**config.mk**
```make
export PLATFORM = sky130hd
export DESIGN_NAME = ghr_spec
export DESIGN_NICKNAME = d
export VERILOG_FILES = /design/src/rtl/ghr_pkg.sv /design/src/rtl/ghr_ckpt_fifo.sv /design/src/rtl/ghr_spec.sv
export SDC_FILE = /design/constraint.sdc
export NUM_CORES = 1
export LEC_CHECK = 0
export CORE_MARGIN = 2
export CORE_UTILIZATION = 48
export CTS_BUF_LIST = sky130_fd_sc_hd__clkbuf_8
export DETAILED_ROUTE_END_ITERATION = 10
export GPL_ROUTABILITY_DRIVEN = 0
export MAX_ROUTING_LAYER = met4
export PLACE_DENSITY = 0.78
export SETUP_SLACK_MARGIN = 0.02
export SYNTH_ARGS = -nofsm -noshare
export SYNTH_HDL_FRONTEND = slang
export SYNTH_SLANG_ARGS = --single-unit
```
**constraint.sdc**
```tcl
create_clock -name clk -period 2.7 [get_ports clk]
set_input_delay 0.54 -clock clk [delete_from_list [all_inputs] [get_ports clk]]
set_output_delay 0.54 -clock clk [all_outputs]
set_load 0.02 [all_outputs]
```
**src/rtl/ghr_pkg.sv**
```systemverilog
// Global history register shared definitions.
// Used by the speculative GHR and the predictor table indexers.
package ghr_pkg;

    localparam int GHR_W = 8;
    localparam int GHR_D = 4;

    typedef logic [GHR_W-1:0] ghr_t;

endpackage

```
**src/rtl/ghr_ckpt_fifo.sv**
```systemverilog
// Checkpoint queue of predicted directions for unresolved branches.
// 1 bit wide, D deep, with flush and occupancy count.
module ghr_ckpt_fifo
    import ghr_pkg::*;
#(
    parameter int D  = GHR_D,
    parameter int PW = (D > 1) ? $clog2(D) : 1,
    parameter int CW = $clog2(D + 1)
) (
    input  logic          clk,
    input  logic          reset,
    input  logic          push,
    input  logic          pop,
    input  logic          flush,
    input  logic          din,
    output logic          dout,
    output logic [CW-1:0] count,
    output logic          full,
    output logic          empty
);

    logic [D-1:0]  mem;
    logic [PW-1:0] wr_ptr;
    logic [PW-1:0] rd_ptr;

    // D need not be a power of two, so wrap by compare, not by overflow.
    function automatic logic [PW-1:0] wrap_inc(input logic [PW-1:0] p);
        return (p == PW'(D - 1)) ? '0 : p + PW'(1);
    endfunction

    assign dout  = mem[rd_ptr];
    assign full  = (count == CW'(D));
    assign empty = (count == '0);

    always_ff @(posedge clk) begin
        if (reset) begin
            mem    <= '0;
            wr_ptr <= '0;
            rd_ptr <= '0;
            count  <= '0;
        end else if (flush) begin
            wr_ptr <= '0;
            rd_ptr <= '0;
            count  <= '0;
        end else begin
            if (push) begin
                mem[wr_ptr] <= din;
                wr_ptr      <= wrap_inc(wr_ptr);
            end
            if (pop) begin
                rd_ptr <= wrap_inc(rd_ptr);
            end
            if (push && !pop) begin
                count <= count + CW'(1);
            end else if (pop && !push) begin
                count <= count - CW'(1);
            end
        end
    end

endmodule

```
**src/rtl/ghr_spec.sv**
```systemverilog
// Speculative global history with in-order resolve and
// mispredict recovery from the committed history.
module ghr_spec
    import ghr_pkg::*;
#(
    parameter int W = GHR_W,
    parameter int D = GHR_D
) (
    input  logic                   clk,
    input  logic                   reset,
    input  logic                   predict_valid,
    input  logic                   predict_taken,
    output logic                   predict_ready,
    input  logic                   resolve_valid,
    input  logic                   resolve_taken,
    output logic [W-1:0]           spec_hist,
    output logic [W-1:0]           arch_hist,
    output logic                   mispredict,
    output logic [$clog2(D+1)-1:0] inflight,
    output logic                   err
);

    logic full;
    logic empty;
    logic head;
    logic pred_acc;
    logic res_acc;
    logic mis_ev;
    logic push;

    assign predict_ready = !full;
    assign pred_acc      = predict_valid && !full;
    assign res_acc       = resolve_valid && !empty;
    assign mis_ev        = res_acc && (head != resolve_taken);
    // Recovery discards a same-cycle prediction.
    assign push          = pred_acc && !mis_ev;

    ghr_ckpt_fifo #(
        .D (D)
    ) u_ckpt (
        .clk   (clk),
        .reset (reset),
        .push  (push),
        .pop   (res_acc),
        .flush (mis_ev),
        .din   (predict_taken),
        .dout  (head),
        .count (inflight),
        .full  (full),
        .empty (empty)
    );

    always_ff @(posedge clk) begin
        if (reset) begin
            spec_hist  <= '0;
            arch_hist  <= '0;
            mispredict <= 1'b0;
            err        <= 1'b0;
        end else begin
            mispredict <= mis_ev;
            if (resolve_valid && empty) begin
                err <= 1'b1;
            end
            if (res_acc) begin
                arch_hist <= {arch_hist[W-2:0], resolve_taken};
            end
            if (mis_ev) begin
                spec_hist <= {arch_hist[W-2:0], resolve_taken};
            end else if (pred_acc) begin
                spec_hist <= {spec_hist[W-2:0], predict_taken};
            end
        end
    end

endmodule
```
==> results.toml, run 1 <==
[yosys]
synth_top_cell_by_area = "dfxtp_1"
ys_async_sr_fraction_pct = 0
syn-cell-area_um2 = 1430
synth.distinct_cells = 30
ys.flop_type = "dfxtp_1"
ys_seq_elements = 29
synth_top_area_share_pct = 40.7
ys_warn_count = 0
synthCells = 154
ys_seq_area_share_pct = 40.7
netlist_top_cells_area = "dfxtp_1 41%, a311oi_2 7.4%, nand2_1 6.8%, ha_1 5.3%, nor3_1 5.3%"
avgSynthCellArea_um2 = 9.26
synth-edff-count = 0
synth.most_common_cell = "dfxtp_1"
synth_nets = 167
netlist_top_cells_count = "29 x dfxtp_1, 26 x nand2_1, 15 x nor3_1, 11 x a21oi_1"

[floorplanning]
die_height_um = 58.5
initial_core_util_pct = 51.3
die_area_um2 = 3420
fp-row-count = 19
die_x_um = 58.5
coreArea_um2 = 2780
ios = 28

[status]
status = "finished, final reports clean"

[power]
p_leak_nw = 0.689
power_density_nw_per_um2 = 910
fin_total_pwr_mw = 1.68
vdd_drop_max_v = 0.000625

[worst_setup_path]
start_kind = "flop"
path_max_fanout = 4
end_kind = "flop"
required_ns = 2.86
cp_data_arrival_time_ns = 2.72
critical_path_class = "flop to flop"

[cts]
clockRootBuffer = "clkbuf_8"
clk_latency_ns = 0.28
cts_tree = "done"
cts_buffers = 5
hold_buffers = 0
clk_pin_slew_ns = 0.06
cts_buffer_depth = 2
cts_htree_levels = 2
cts.sinks = 29

[grt]
grt_overflow = 0
grt_pass1_wl_mm = 5.51
antenna_found_initial = 0
grt_pass1_vias = 1219
grt_max_degree = 31
track_usage_pct = 22.5

[route]
wl_per_cell_um = 15.5
vias_per_cell = 5.71
first_iter_violations = 39
drc = 0
finalWirelength_mm = 3.37
ant_nets = 0
first_pass_iters = 4
num_vias = 1245

[timing]
timing.fmax_mhz = 390
finalMaxSlewViolations = 0
finClkSkew_ns = 0.00284
timing.final.hold_violations = 0
setup_viol = 0
period_share_pct = 95.0
rsz0062_at_grt = "no"
min_period_ns = 2.56
tightest_slew_ns = 0.451
setup_slack_ns = 0.135
slew-limit-headroom_pct = 69.9
setup_tns_ns = 0

[cells_and_area]
areaGrowthSynthToFinish_pct = 29.8
n_antenna_cell = 0
layout-drive-gt1-share_pct = 16.6
finalNetCount = 199
fill_cells = 237

[place]
io_buffers = 27
dpl.hpwl_mm = 2.37
dp_slack_ns = 0.0520

[worst_hold_path]
hp-class = "flop to flop"

[flow_run]
max_cap_violations = 0
-- cells by family after synthesis --
kind of cell / share of synthesized area, %
and+or+nand+nor: 20.3
DFF: 40.7
AOI/OAI and AO/OA: 17.5
buffers and inverters: 5.35
muxes: 6.49
adders and majority gates: 6.67
xor gates and xnor gates: 2.98
-- worst max-delay path, cell delays in order (launching register included) --
cell	delay [ns]
dfxtp_2	0.37
mux4_2	0.57
xnor2_2	0.18
nor2_1	0.09
nor2_1	0.13
ha_1	0.19
inv_1	0.06
fa_1	0.37
xor2_1	0.16
nor2_1	0.13
xnor2_1	0.13
nor3_1	0.06
-- path summary, 6_finish.rpt --
check             slack, ns               to              from  cells after the start
setup / recovery       0.14  u_ckpt.count[2]  u_ckpt.rd_ptr[0]                     11
hold reg to reg        0.46     arch_hist[7]      arch_hist[7]                      2
setup reg to reg       0.14  u_ckpt.count[2]  u_ckpt.rd_ptr[0]                     11
hold / removal         0.46     arch_hist[7]      arch_hist[7]                      2
-- cell type report --
cell class,count,area [um^2],area share [%]
Clock buffer,7,96.3,5.20
Clock inverter,1,5.00,0.270
Inverter,4,15.0,0.811
Multi-Input combinational cell,109,769,41.6
Sequential cell,29,582,31.4
Tap cell,31,38.8,2.09
Timing Repair Buffer,37,345,18.6
-- stage by stage --
stage / util (%) / cell area [um^2] / cells / hold WS, ns
floorplan: - / 1430 / 154 / 0.449
global placement: 62.6 / 1740 / 209 / 0.443
detailed placement: 62.6 / 1740 / 209 / 0.454
CTS: 66.3 / 1840 / 217 / 0.463
global route: 66.6 / 1850 / 218 / 0.485
finish: 66.6 / 1850 / 218 / 0.456
-- cell usage in the layout (no fill, tap or decap), drive strengths merged --
| cell | instances |
|---|---|
| a211oi | 1 |
| a21boi | 1 |
| a21oi | 11 |
| a311oi | 7 |
| and3 | 1 |
| buf | 10 |
| clkbuf | 7 |
| clkdlybuf4s50 | 27 |
| clkinv | 1 |
| dfxtp | 29 |
| fa | 1 |
| ha | 6 |
| inv | 4 |
| mux2i | 7 |
| mux4 | 1 |
| nand2 | 26 |
| nand2b | 6 |
| nand3 | 7 |
| nor2 | 6 |
| nor3 | 15 |
| o2111ai | 4 |
| o21ai | 1 |
| o31a | 1 |
| o31ai | 1 |
| or3 | 1 |
| or3b | 1 |
| xnor2 | 2 |
| xor2 | 2 |
-- power by group --
group          switching [mW]  internal (mW)  total [mW]
combinational           0.381          0.318       0.699
sequential             0.0781          0.511       0.589
clock                   0.167          0.230       0.397
-- routing by layer --
| layer | wire length, um | up-vias | track usage [%] |
|---|---|---|---|
| met5 | 0 | - | - |
| met2 | 1690 | 33 | 37.6 |
| li1 | - | 608 | - |
| met1 | 1470 | 595 | 25.2 |
| met4 | 68 | 0 | 9.30 |
| met3 | 143 | 9 | 6.15 |
-- state kept, by name, indices dropped and copies added (netlist names) --
| signal | cells |
|---|---|
| u_ckpt.rd_ptr | 2 |
| u_ckpt.wr_ptr | 2 |
| spec_hist | 8 |
| u_ckpt.mem | 4 |
| arch_hist | 8 |
| err | 1 |
| mispredict | 1 |
| u_ckpt.count | 3 |
-- repair_timing --
item                                    in CTS  in global routing
resized for setup                            0                  1
setup buffers                                0                  1
endpoints found under the setup margin       0                  1
Power figures use the tool's default switching activity.
==> inputs of run 2 (changes only) <==
--- a/config.mk
+++ b/config.mk
@@ -10,6 +10,7 @@
 export CTS_BUF_LIST = sky130_fd_sc_hd__clkbuf_8
 export DETAILED_ROUTE_END_ITERATION = 10
 export GPL_ROUTABILITY_DRIVEN = 0
+export HOLD_SLACK_MARGIN = 0.15
 export MAX_ROUTING_LAYER = met4
 export PLACE_DENSITY = 0.78
 export SETUP_SLACK_MARGIN = 0.02
==> results of run 2 <==
No change in the layout: final DEF, timing and power equal those of run 1.
